### config.mk
export PLATFORM = sky130hd
export DESIGN_NAME = call_return_controller
export DESIGN_NICKNAME = d
export VERILOG_FILES = /design/src/rtl/call_return_controller.sv
export SDC_FILE = /design/constraint.sdc
export NUM_CORES = 1
export LEC_CHECK = 0
export BUFFER_PORTS_ARGS = -buffer_cell sky130_fd_sc_hd__buf_2
export CAP_MARGIN = 20
export CELL_PAD_IN_SITES_DETAIL_PLACEMENT = 1
export CELL_PAD_IN_SITES_GLOBAL_PLACEMENT = 2
export CORE_ASPECT_RATIO = 1.2
export CORE_UTILIZATION = 42
export DETAILED_ROUTE_END_ITERATION = 10
export HOLD_SLACK_MARGIN = 0.1
export PLACE_DENSITY_LB_ADDON = 0.15
export SYNTH_ARGS = -nofsm -noshare
export SYNTH_HDL_FRONTEND = slang
export SYNTH_SLANG_ARGS = --single-unit
### constraint.sdc
create_clock -name clk -period 3.1 [get_ports clk]
set_input_delay 0.465 -clock clk [delete_from_list [all_inputs] [get_ports clk]]
set_output_delay 0.465 -clock clk [all_outputs]
set_load 0.02 [all_outputs]
### src/rtl/call_return_controller.sv
// call_return_controller
// Return-address stack and single-level interrupt controller that sits beside
// program_sequencer. Decodes CALL/RET/RETI and one level IRQ each cycle and
// drives a same-cycle address override (ovr/ovr_addr) that the sequencer muxes
// ahead of its jmp and pc+1 paths. Stack, depth, FSM and sticky error flags
// update on the next rising clk edge.
//
// state    | meaning
// ---------+-----------------------------------------------------------------
// S_IDLE   | normal program flow; IRQ may be accepted when stack has room
// S_ISR    | servicing the interrupt; further IRQs masked until legal RETI

module call_return_controller #(
    parameter int         DEPTH      = 8,
    parameter int         SP_W       = 3,
    parameter logic [7:0] IRQ_VECTOR = 8'hF0
) (
    input  logic            clk,
    input  logic            reset_n,
    input  logic [7:0]      pc,
    input  logic            call,
    input  logic            ret,
    input  logic            reti,
    input  logic [3:0]      call_addr,
    input  logic            irq,
    input  logic            irq_en,
    input  logic            clr_err,
    output logic            ovr,
    output logic [7:0]      ovr_addr,
    output logic            irq_ack,
    output logic            in_isr,
    output logic [SP_W:0]   depth,
    output logic            full,
    output logic            empty,
    output logic            ovf_err,
    output logic            unf_err,
    output logic            cmd_err
);

    localparam logic [0:0]      S_IDLE    = 1'b0;
    localparam logic [0:0]      S_ISR     = 1'b1;
    localparam logic [SP_W:0]   DEPTH_MAX = (SP_W + 1)'(DEPTH);
    localparam logic [SP_W:0]   DEPTH_ONE = {{SP_W{1'b0}}, 1'b1};
    localparam logic [SP_W-1:0] IDX_ONE   = {{(SP_W-1){1'b0}}, 1'b1};

    logic [0:0]      state;
    logic [0:0]      state_nxt;
    logic [7:0]      stack_mem [DEPTH];

    logic [SP_W-1:0] wr_idx;
    logic [SP_W-1:0] top_idx;
    logic [7:0]      top_data;
    logic [7:0]      pc_inc;
    logic            multi_cmd;

    logic            push_en;
    logic            pop_en;
    logic [7:0]      push_data;
    logic            ovr_c;
    logic [7:0]      ovr_addr_c;
    logic            irq_ack_c;
    logic            ovf_set;
    logic            unf_set;
    logic            cmd_set;

    // Status derived purely from the registered depth.
    always_comb begin
        full    = (depth == DEPTH_MAX);
        empty   = (depth == '0);
        in_isr  = (state == S_ISR);
        wr_idx  = depth[SP_W-1:0];
        // When full, the low bits wrap to 0 and 0-1 lands on DEPTH-1 as needed.
        top_idx = depth[SP_W-1:0] - IDX_ONE;
    end

    // Helper values shared by the decode.
    always_comb begin
        top_data  = stack_mem[top_idx];
        pc_inc    = pc + 8'h01;
        multi_cmd = (call & ret) | (call & reti) | (ret & reti);
    end

    // Command / IRQ decode: instruction commands beat the IRQ; illegal or
    // out-of-bounds commands perform nothing and leave the override low.
    always_comb begin
        push_en    = 1'b0;
        pop_en     = 1'b0;
        push_data  = 8'h00;
        ovr_c      = 1'b0;
        ovr_addr_c = 8'h00;
        irq_ack_c  = 1'b0;
        ovf_set    = 1'b0;
        unf_set    = 1'b0;
        cmd_set    = 1'b0;
        state_nxt  = state;

        if (multi_cmd) begin
            cmd_set = 1'b1;
        end else if (call) begin
            if (full) begin
                ovf_set = 1'b1;
            end else begin
                push_en    = 1'b1;
                push_data  = pc_inc;
                ovr_c      = 1'b1;
                ovr_addr_c = {call_addr, 4'h0};
            end
        end else if (ret) begin
            if (empty) begin
                unf_set = 1'b1;
            end else begin
                pop_en     = 1'b1;
                ovr_c      = 1'b1;
                ovr_addr_c = top_data;
            end
        end else if (reti) begin
            if (state == S_IDLE) begin
                cmd_set = 1'b1;
            end else begin
                // Leaving the ISR happens even if the stack was unexpectedly empty.
                state_nxt = S_IDLE;
                if (empty) begin
                    unf_set = 1'b1;
                end else begin
                    pop_en     = 1'b1;
                    ovr_c      = 1'b1;
                    ovr_addr_c = top_data;
                end
            end
        end else if ((state == S_IDLE) && irq && irq_en && !full) begin
            push_en    = 1'b1;
            push_data  = pc_inc;
            ovr_c      = 1'b1;
            ovr_addr_c = IRQ_VECTOR;
            irq_ack_c  = 1'b1;
            state_nxt  = S_ISR;
        end
    end

    // Combinational outputs are forced quiet while reset is held.
    always_comb begin
        ovr      = ovr_c & reset_n;
        ovr_addr = reset_n ? ovr_addr_c : 8'h00;
        irq_ack  = irq_ack_c & reset_n;
    end

    // FSM state register.
    always_ff @(posedge clk or negedge reset_n) begin
        if (!reset_n) begin
            state <= S_IDLE;
        end else begin
            state <= state_nxt;
        end
    end

    // Stack depth; push and pop are mutually exclusive in the decode.
    always_ff @(posedge clk or negedge reset_n) begin
        if (!reset_n) begin
            depth <= '0;
        end else if (push_en) begin
            depth <= depth + DEPTH_ONE;
        end else if (pop_en) begin
            depth <= depth - DEPTH_ONE;
        end
    end

    // Stack storage; contents are don't-care after reset since depth is cleared.
    always_ff @(posedge clk) begin
        if (push_en) begin
            stack_mem[wr_idx] <= push_data;
        end
    end

    // Sticky error flags; a new error in the clear cycle keeps its flag set.
    always_ff @(posedge clk or negedge reset_n) begin
        if (!reset_n) begin
            ovf_err <= 1'b0;
            unf_err <= 1'b0;
            cmd_err <= 1'b0;
        end else begin
            ovf_err <= (ovf_err & ~clr_err) | ovf_set;
            unf_err <= (unf_err & ~clr_err) | unf_set;
            cmd_err <= (cmd_err & ~clr_err) | cmd_set;
        end
    end

endmodule

# Yosys cells after proc, flatten, opt, wreduce, memory -nomap -nowiden
# Memory sizes are Yosys's and may differ from the RTL's.
# Index checks and enable logic that the tools add are counted.
dict set report totals {
  register_bits 8
  inputBits 20
  ramBits 64
  memories 1
  out_inout_bits 20
  word_cells 90
}
# memory words word_bits rd rd_ports_with_merged_regs wr line
set memory_table {}
lappend memory_table {stack_mem 8 8 1 0 1 48} ;# logic [7:0] stack_mem [DEPTH];
dict set report classes {
  n_eq_ne 1
  add_sub_neg 4
  mux 53
  n_reduce_logical 8
  bitwise_logic 18
}
# op n
set ops {}
lappend ops {{8-bit two-way mux} 15}
lappend ops {{1-bit two-way mux} 36}
lappend ops {{8-bit by 1-bit adder with 8-bit output (second input constant)} 1}
lappend ops {{1-bit bitwise AND} 8}
lappend ops {{4-bit two-way mux} 2}
lappend ops {{1-bit NOT} 5}
lappend ops {{1-bit OR} 5}
lappend ops {{4-bit by 1-bit adder with 4-bit output (second input constant)} 1}
lappend ops {{4-bit equality test (second input constant)} 1}
lappend ops {{4-bit zero test} 1}
lappend ops {{4-bit AND reduction} 1}
lappend ops {{2-bit nonzero test} 2}
lappend ops {{4-bit by 1-bit subtractor with 4-bit output (second input constant)} 1}
lappend ops {{1-bit logical AND} 3}
lappend ops {{3-bit by 1-bit subtractor with 3-bit output (second input constant)} 1}
lappend ops {{1-bit zero test} 1}

# Longest topological paths before layout
# Gate-level depths: netlist of run 1.
dict set report depth {
  ltp_word 11
  mapped_depth 12
  mapped_depth_nobuf 10
}

# Worst setup path before layout of run 1
# No wires, ideal clock.
dict set report synth_timing {
  kind {register -> register}
  start {reg depth[0]}
  end {mem stack_mem[0][0] (enable)}
  slack_ps 193
  synth_period_minus_slack_ps 2907
  setup_ps 395
  t_arrival_ps 2512
  stages_incl_launch_ff 8
  cell_sequence {dfrtp_1 -> buf_2 -> inv_1 -> ha_1 -> nand3b_1 -> o211a_1 -> inv_2 -> nor4_1}
}
dict set report synth_via {
  elab_chain_len 10
}
# element line
set synth_lines {}
lappend synth_lines {{start: declaration} 32} ;# output logic [SP_W:0] depth,
lappend synth_lines {{start signal: assignment} 161} ;# depth <= depth + DEPTH_ONE;
lappend synth_lines {{start signal: assignment} 163} ;# depth <= depth - DEPTH_ONE;
lappend synth_lines {{4-bit equality test} 68} ;# full = (depth == DEPTH_MAX);
lappend synth_lines {{1-bit zero test} 130} ;# end else if ((state == S_IDLE) && irq && irq_en && !full) begin
lappend synth_lines {{1-bit logical AND} 130}
lappend synth_lines {{1-bit two-way mux} 130}
lappend synth_lines {{1-bit two-way mux} 116} ;# end else if (reti) begin
lappend synth_lines {{1-bit two-way mux} 108} ;# end else if (ret) begin
lappend synth_lines {{1-bit two-way mux} 99} ;# end else if (call) begin
lappend synth_lines {{1-bit two-way mux} 97} ;# if (multi_cmd) begin
lappend synth_lines {{1-bit two-way mux} 169} ;# if (push_en) begin
lappend synth_lines {{1-bit two-way mux (not written as such)} 170} ;# stack_mem[wr_idx] <= push_data;
lappend synth_lines {{end: declaration} 48}
# Several ways; a longest one is shown, not always the timed one.

# Final worst setup path of run 1
dict set report layout_timing {
  start {reg depth[1]}
  end {out ovr_addr[5]}
}
dict set report layout_via {
  elab_chain_len 9
}
# element line
set layout_lines {}
lappend layout_lines {{3-bit by 1-bit subtractor with 3-bit output or 4-bit equality test (tied branches)} {73, 68}}
lappend layout_lines {{memory read 8 x 8 bit or 1-bit zero test (tied branches)} --}
lappend layout_lines {{8-bit two-way mux or 1-bit logical AND (tied branches)} {109, 122, 130}}
lappend layout_lines {{8-bit two-way mux (on tied branches)} {117, 130}}
lappend layout_lines {{8-bit two-way mux} 116}
lappend layout_lines {{8-bit two-way mux} 108}
lappend layout_lines {{8-bit two-way mux *} 99}
lappend layout_lines {{8-bit two-way mux *} 97}
lappend layout_lines {{8-bit two-way mux *} 143} ;# ovr_addr = reset_n ? ovr_addr_c : 8'h00;
lappend layout_lines {{end: declaration} 29} ;# output logic [7:0] ovr_addr,
# Every way passes the cells marked *; elsewhere a longest branch is shown, timed or not.

==> flow_metrics.py, run 1 <==
metrics = {
    "clocking": {
        "cts_tree": "built",
        "post_cts_buffers": 0,
        "htreeDepth": 3,
        "cts_root_buffer": "clkbuf_8",
        "cts_buffers": 9,
        "insertion_delay_ns": 0.35,
        "cts.sinks": 72,
        "clkTransAtPathRegs_ns": 0.08,
        "cts_buffer_depth": 2,
    },
    "status": {
        "status": "finished, violations left",
        "failed_checks": "DRC",
    },
    "synthesis": {
        "synth_seq_cells": 72,
        "synth_area_um2": 3380,
        "syn_area_per_cell_um2": 15.7,
        "synth.distinct_cells": 50,
        "ys_warn_count": 0,
        "synth_edf_count": 64,
        "synth-seq-area-share_pct": 62.7,
        "syn-num-nets": 240,
        "synth_flop_cell": "edfxtp_1",
        "synthesis.instances": 215,
        "async_flop_share_pct": 11.1,
    },
    "pwr": {
        "p_int_uw": 2180,
        "powerDensity_nw_per_um2": 843,
        "power_switching_uw": 1140,
        "ir_worst_vdd_uv": 385,
        "power_frac_comb_pct": 39.3,
        "seq_power_share_pct": 36.2,
        "p_leak_uw": 0.00149,
        "total_power_uw": 3320,
        "pwr-share-clk_pct": 24.6,
        "swShare_pct": 34.3,
    },
    "cells_and_area": {
        "final_common_cell": "edfxtp_1",
        "final_cell_mix": "edfxtp_1, buf_2, nor2_1",
        "areaGrowthSynthToFinish_pct": 16.5,
        "n_antenna_cell": 0,
        "drive_gt1_share_pct": 33.5,
        "nets": 292,
    },
    "flow_run": {
        "cap_viol_max_count": 0,
    },
    "sta": {
        "timing.fmax_mhz": 346,
        "finalWorstSetupSlack_ns": 0.213,
        "rsz0062_at_grt": "false",
        "max_slew_margin_pct": 60.6,
        "post-route-min-period_ns": 2.89,
        "maxSlewViolCount": 0,
        "skew_ns": 0.00513,
        "worst_slew_pin_slew_ns": 0.588,
        "setup_viol": 0,
        "hold_ws_ns": 0.417,
        "fin_crit_sh_pct": 93.1,
        "setup-tns-final_ns": 0,
        "hold_viol": 0,
    },
    "floorplan": {
        "die_h_um": 100,
        "rows": 35,
        "die_width_um": 83.9,
        "die_area_um2": 8420,
        "coreArea_um2": 7750,
        "io-pin-count": 40,
        "start_util_pct": 43.6,
    },
    "placed_design": {
        "place.gp.congestion": 0.699,
        "dp_hpwl_mm": 5.13,
        "portBuffers": 39,
        "pre_cts_ws_ns": 0.388,
    },
    "global_routing": {
        "antenna_found_initial": 0,
        "grt_pass1_vias": 2096,
        "grt_pass1_wl_mm": 12.1,
        "grt_overflow": 0,
        "grt_max_degree": 24,
        "grtUsageTotal_pct": 19.8,
    },
    "drt": {
        "drtIter0Drc": 91,
        "vias": 2006,
        "drt-pass1-iter-count": 7,
        "wl_per_cell_um": 20.6,
        "vias_per_cell": 5.51,
        "drt_wl_total_mm": 7.49,
        "drc": 5,
        "drtAntennaViolNets": 0,
    },
    "worst_setup_path": {
        "cp.required_ns": 2.63,
        "path_class": "flop to output port",
        "crit_arrival_ns": 2.42,
        "crit_path_start_kind": "flop",
        "endpoint_kind": "output port",
        "crit_fanout": 9,
    },
    "hold_path": {
        "worstHoldPathType": "primary input to flop",
    },
}
==> per-layer routing <==
layer,vias up,GRT usage [%],part of all wire (%)
li1,942,-,-
met3,10,4.19,3.3
met2,44,31.3,47
met4,0,7.29,1.6
met1,1010,27.2,48
met5,-,0,0
==> synth_stat cells (4+ instances only) <==
library cell	count	area share, %
mux2i_1	9	2.7
edfxtp_1	64	57
nor2_1	18	2.0
a21oi_1	9	1.3
ha_1	4	1.5
and3_1	4	0.74
nand3_1	7	1.0
mux4_2	14	9.3
dfrtp_1	8	5.9
xor2_1	6	1.6
nor3_1	6	0.89
inv_1	5	0.55
nand2_1	6	0.67
==> critical path, cell delays in order, from the launching register on <==
cell       delay (ns)
dfrtp_2          0.47
inv_1            0.10
ha_2             0.24
xor2_4           0.27
mux4_2           0.53
o2bb2ai_1        0.19
o31ai_1          0.11
buf_2            0.17
==> logic make-up (layout without fill, tap and decap cells) <==
kind of cell	count (synthesis)	after routing	share of synthesized area, %
flops	72	72	62.7
buf+inv	16	73	2.77
compound gates	28	28	6.55
simple gates	57	57	9.43
xor+xnor	10	10	3.14
fa+ha+maj	6	6	2.37
mux	26	26	13.0
==> sequential cells by signal, indices dropped and copies added, names as in the netlist <==
name,flops
stack_mem,64
depth,4
cmd_err,1
in_isr,1
ovf_err,1
unf_err,1
==> through the flow <==
stage | instance area [um2] | util, % | cells
floorplan | 3380 | - | 215
global placement | 3700 | 47.8 | 347
detailed placement | 3700 | 47.8 | 347
CTS | 3930 | 50.8 | 364
global route | 3940 | 50.8 | 364
finish | 3940 | 50.8 | 364
==> power groups by stage <==
stage,Clock (uW),Combinational [uW],Sequential [uW]
4_1_cts,833,1300,1200
6_report,816,1300,1200
2_1_floorplan,0,957,1240
3_5_place_dp,0,1300,1220
5_1_grt,871,1420,1210
3_3_place_gp,0,1290,1220
==> cell type report <==
type	count	area (um2)
flip-flops and latches	72	2120
clock inverters	6	92.6
repair buffers	51	292
inverters	6	22.5
well taps	92	115
fillers	797	3810
clock buffers	10	128
multi-input cells	127	1170
==> what timing repair did <==
item                                    4_1_cts  5_1_grt
hold buffers                                  1        0
endpoints found under the setup margin        0        5
hold endpoints to repair                      8        0
resized for setup                             0        3
==> worst paths after layout <==
| path | from | to | slack [ns] | depth (start not counted) |
|---|---|---|---|---|
| worst max-delay path | depth[1] | ovr_addr[5] | 0.21 | 7 |
| worst min-delay path | clr_err | cmd_err | 0.42 | 3 |
| worst max register to register | depth[1] | depth[3] | 0.48 | 10 |
| worst min register to register | cmd_err | cmd_err | 0.49 | 1 |
| max in group asynchronous | reset_n | depth[1] | 2.33 | 2 |
| min in group asynchronous | reset_n | depth[2] | 0.53 | 2 |
Power figures use the tool's default switching activity.
==> inputs of run 2 (changes only) <==
--- a/config.mk
+++ b/config.mk
@@ -10,7 +10,7 @@
 export CELL_PAD_IN_SITES_DETAIL_PLACEMENT = 1
 export CELL_PAD_IN_SITES_GLOBAL_PLACEMENT = 2
 export CORE_ASPECT_RATIO = 1.2
-export CORE_UTILIZATION = 42
+export CORE_UTILIZATION = 38
 export DETAILED_ROUTE_END_ITERATION = 10
 export HOLD_SLACK_MARGIN = 0.1
 export PLACE_DENSITY_LB_ADDON = 0.15
==> constraint.sdc (replaced) <==
create_clock -name clk -period 2.63 [get_ports clk]
set_input_delay 0.3945 -clock clk [delete_from_list [all_inputs] [get_ports clk]]
set_output_delay 0.3945 -clock clk [all_outputs]
set_load 0.02 [all_outputs]
==> run 2 against run 1 <==
Effect of this change: the flow now finishes without violations; critical path depth unchanged; worst setup slack got worse by 0.21 ns; wire length increased by 3.4%; clock skew increased by 0.0045 ns; register-to-register slack got worse by 0.10 ns; global-route usage decreased by 1.7 points; flip-flop and latch count unchanged; critical path type unchanged; largest cell class unchanged.
==> flow_metrics.py, run 2 (synthesized netlist as in run 1, its figures left out) <==
metrics = {
    "worst_setup_path": {
        "path_depth": 7,
        "path_buf_inv": 2,
        "crit_fanout": 4,
        "cp.required_ns": 2.24,
        "regToRegStartpoint": "depth[0]",
        "cp_top_family": "multiplexers",
        "endpoint_kind": "output port",
        "r2r_end": "depth[3]",
        "cpMaxStageDelayCell": "mux4_2",
        "critPathCapture": "ovr_addr[5]",
        "crit_start": "depth[0]",
        "path_class": "flop to output port",
        "crit_arrival_ns": 2.23,
        "max_stage_delay_ns": 0.57,
        "r2r_slack_ns": 0.38,
        "r2r_cells": 11,
        "path_cells": "inv_4, ha_4, xor2_4, mux4_2, o2bb2ai_4, o31ai_1, buf_2",
        "crit_path_start_kind": "flop",
    },
    "cells_and_area": {
        "n_antenna_cell": 0,
        "areaGrowthSynthToFinish_pct": 22.6,
        "final_cell_mix": "edfxtp_1, buf_2, buf_4",
        "drive_gt1_share_pct": 39.2,
        "stdcell_count": 403,
        "top_regs": "stack_mem x64, depth x4",
        "nets": 306,
        "final_common_cell": "edfxtp_1",
        "fillers": 890,
        "largest_register_ffs": 64,
        "post-route-util_pct": 48.2,
        "regMostFlops": "stack_mem",
    },
    "placed_design": {
        "place.gp.congestion": 0.724,
        "dp_hpwl_mm": 5.47,
        "pre_cts_ws_ns": 0.163,
        "placedCellCount": 378,
        "portBuffers": 39,
    },
    "clocking": {
        "cts.sinks": 72,
        "cts_buffers": 9,
        "insertion_delay_ns": 0.35,
        "clkTransAtPathRegs_ns": 0.08,
        "cts_root_buffer": "clkbuf_8",
        "cts_buffer_depth": 2,
        "cts_tree": "built",
        "htreeDepth": 3,
    },
    "pwr": {
        "total_power_uw": 4220,
        "p_leak_uw": 0.00158,
        "ir_worst_vdd_uv": 337,
        "powerDensity_nw_per_um2": 1020,
    },
    "drt": {
        "drtIter0Drc": 115,
        "wl_per_cell_um": 19.2,
        "drc": 0,
        "vias": 2069,
        "drt_wl_total_mm": 7.74,
        "vias_per_cell": 5.13,
        "drt-pass1-iter-count": 4,
        "drtAntennaViolNets": 0,
    },
    "sta": {
        "timing.fmax_mhz": 381,
        "maxSlewViolCount": 0,
        "skew_ns": 0.00959,
        "finalWorstSetupSlack_ns": 0.00687,
        "max_slew_margin_pct": 61.4,
        "hold_viol": 0,
        "fin_crit_sh_pct": 99.7,
        "setup-tns-final_ns": 0,
        "post-route-min-period_ns": 2.62,
        "rsz0062_at_grt": "true",
        "setup_viol": 0,
        "worst_slew_pin_slew_ns": 0.577,
    },
    "global_routing": {
        "grtUsageTotal_pct": 18.1,
        "grt_pass1_wl_mm": 11.7,
        "antenna_found_initial": 0,
        "grt_overflow": 0,
        "grt_pass1_vias": 2144,
        "grt_max_degree": 24,
    },
    "floorplan": {
        "die_h_um": 105,
        "coreArea_um2": 8610,
        "die_width_um": 88.1,
        "start_util_pct": 39.3,
        "die_area_um2": 9280,
        "io-pin-count": 40,
        "rows": 37,
    },
    "hold_path": {
        "min_from": "clr_err",
        "worstHoldPathType": "primary input to flop",
    },
    "flow_run": {
        "cap_viol_max_count": 0,
    },
    "status": {
        "status": "finished, final reports clean",
    },
}
-- run 2: cell count changes in the layout (fill, tap and decap cells not counted), sizes merged --
cell,change
buf,+14
inv,+3
clkbuf,-1
clkinvlp,-2
-- run 2: routing by layer --
metal / up-vias / GRT usage (%) / share of wire (%)
met1: 1042 / 19.6 / 40
met4: 0 / 6.11 / 1.8
met5: - / 0 / 0
met3: 10 / 4.54 / 3.8
met2: 53 / 33.3 / 54
li1: 964 / - / -
-- run 2: stage by stage --
| stage | instance area [um2] | hold WS (ns) |
|---|---|---|
| floorplan | 3390 | 0.0989 |
| global placement | 3790 | 0.306 |
| detailed placement | 3790 | 0.305 |
| CTS | 4060 | 0.343 |
| global route | 4150 | 0.354 |
| finish | 4150 | 0.361 |
-- run 2: worst min path at each step --
| stage | end | slack (ns) | depth (start not counted) |
|---|---|---|---|
| after floorplan | cmd_err | 0.1 | 0 |
| after global placement | depth[3] | 0.31 | 1 |
| after detailed placement | depth[3] | 0.31 | 1 |
| after CTS | in_isr | 0.34 | 2 |
| after global routing | cmd_err | 0.35 | 3 |
| final | cmd_err | 0.36 | 3 |
-- run 2: worst reg2reg max path: cells and delay by family (launching register included) --
family | cells | cell delay (ns)
xor gates and xnor gates | 1 | 0.14
DFF | 1 | 0.44
AOI/OAI and AO/OA | 3 | 0.48
buffers and inverters | 3 | 0.35
adders and majority gates | 2 | 0.46
and+or+nand+nor | 2 | 0.28
-- run 2: area by class of cell --
type	instances	area (um2)	share of cell area (%)
clock buffer	9	124	2.99
tap	117	146	3.53
sequential	72	2120	51.2
multi-input combinational	127	1220	29.4
clock inverter	7	98.8	2.38
inverter	6	25.0	0.603
timing repair buffer	65	412	9.92
-- run 2: power by group --
group / switching, uW / total [uW] / internal, uW / leakage [uW]
Sequential: 61.4 / 1390 / 1330 / 0.000690
Clock: 437 / 981 / 544 / 0.000113
Combinational: 917 / 1850 / 928 / 0.000781
Total: 1420 / 4220 / 2800 / 0.00158
-- run 2: repair_timing --
action                                  4_1_cts  5_1_grt
endpoints found under the setup margin        4        3
setup buffers                                 1        7
hold endpoints to repair                      8        0
hold buffers                                  1        0
gates resized for setup                       8        6
pin swaps                                     1        2
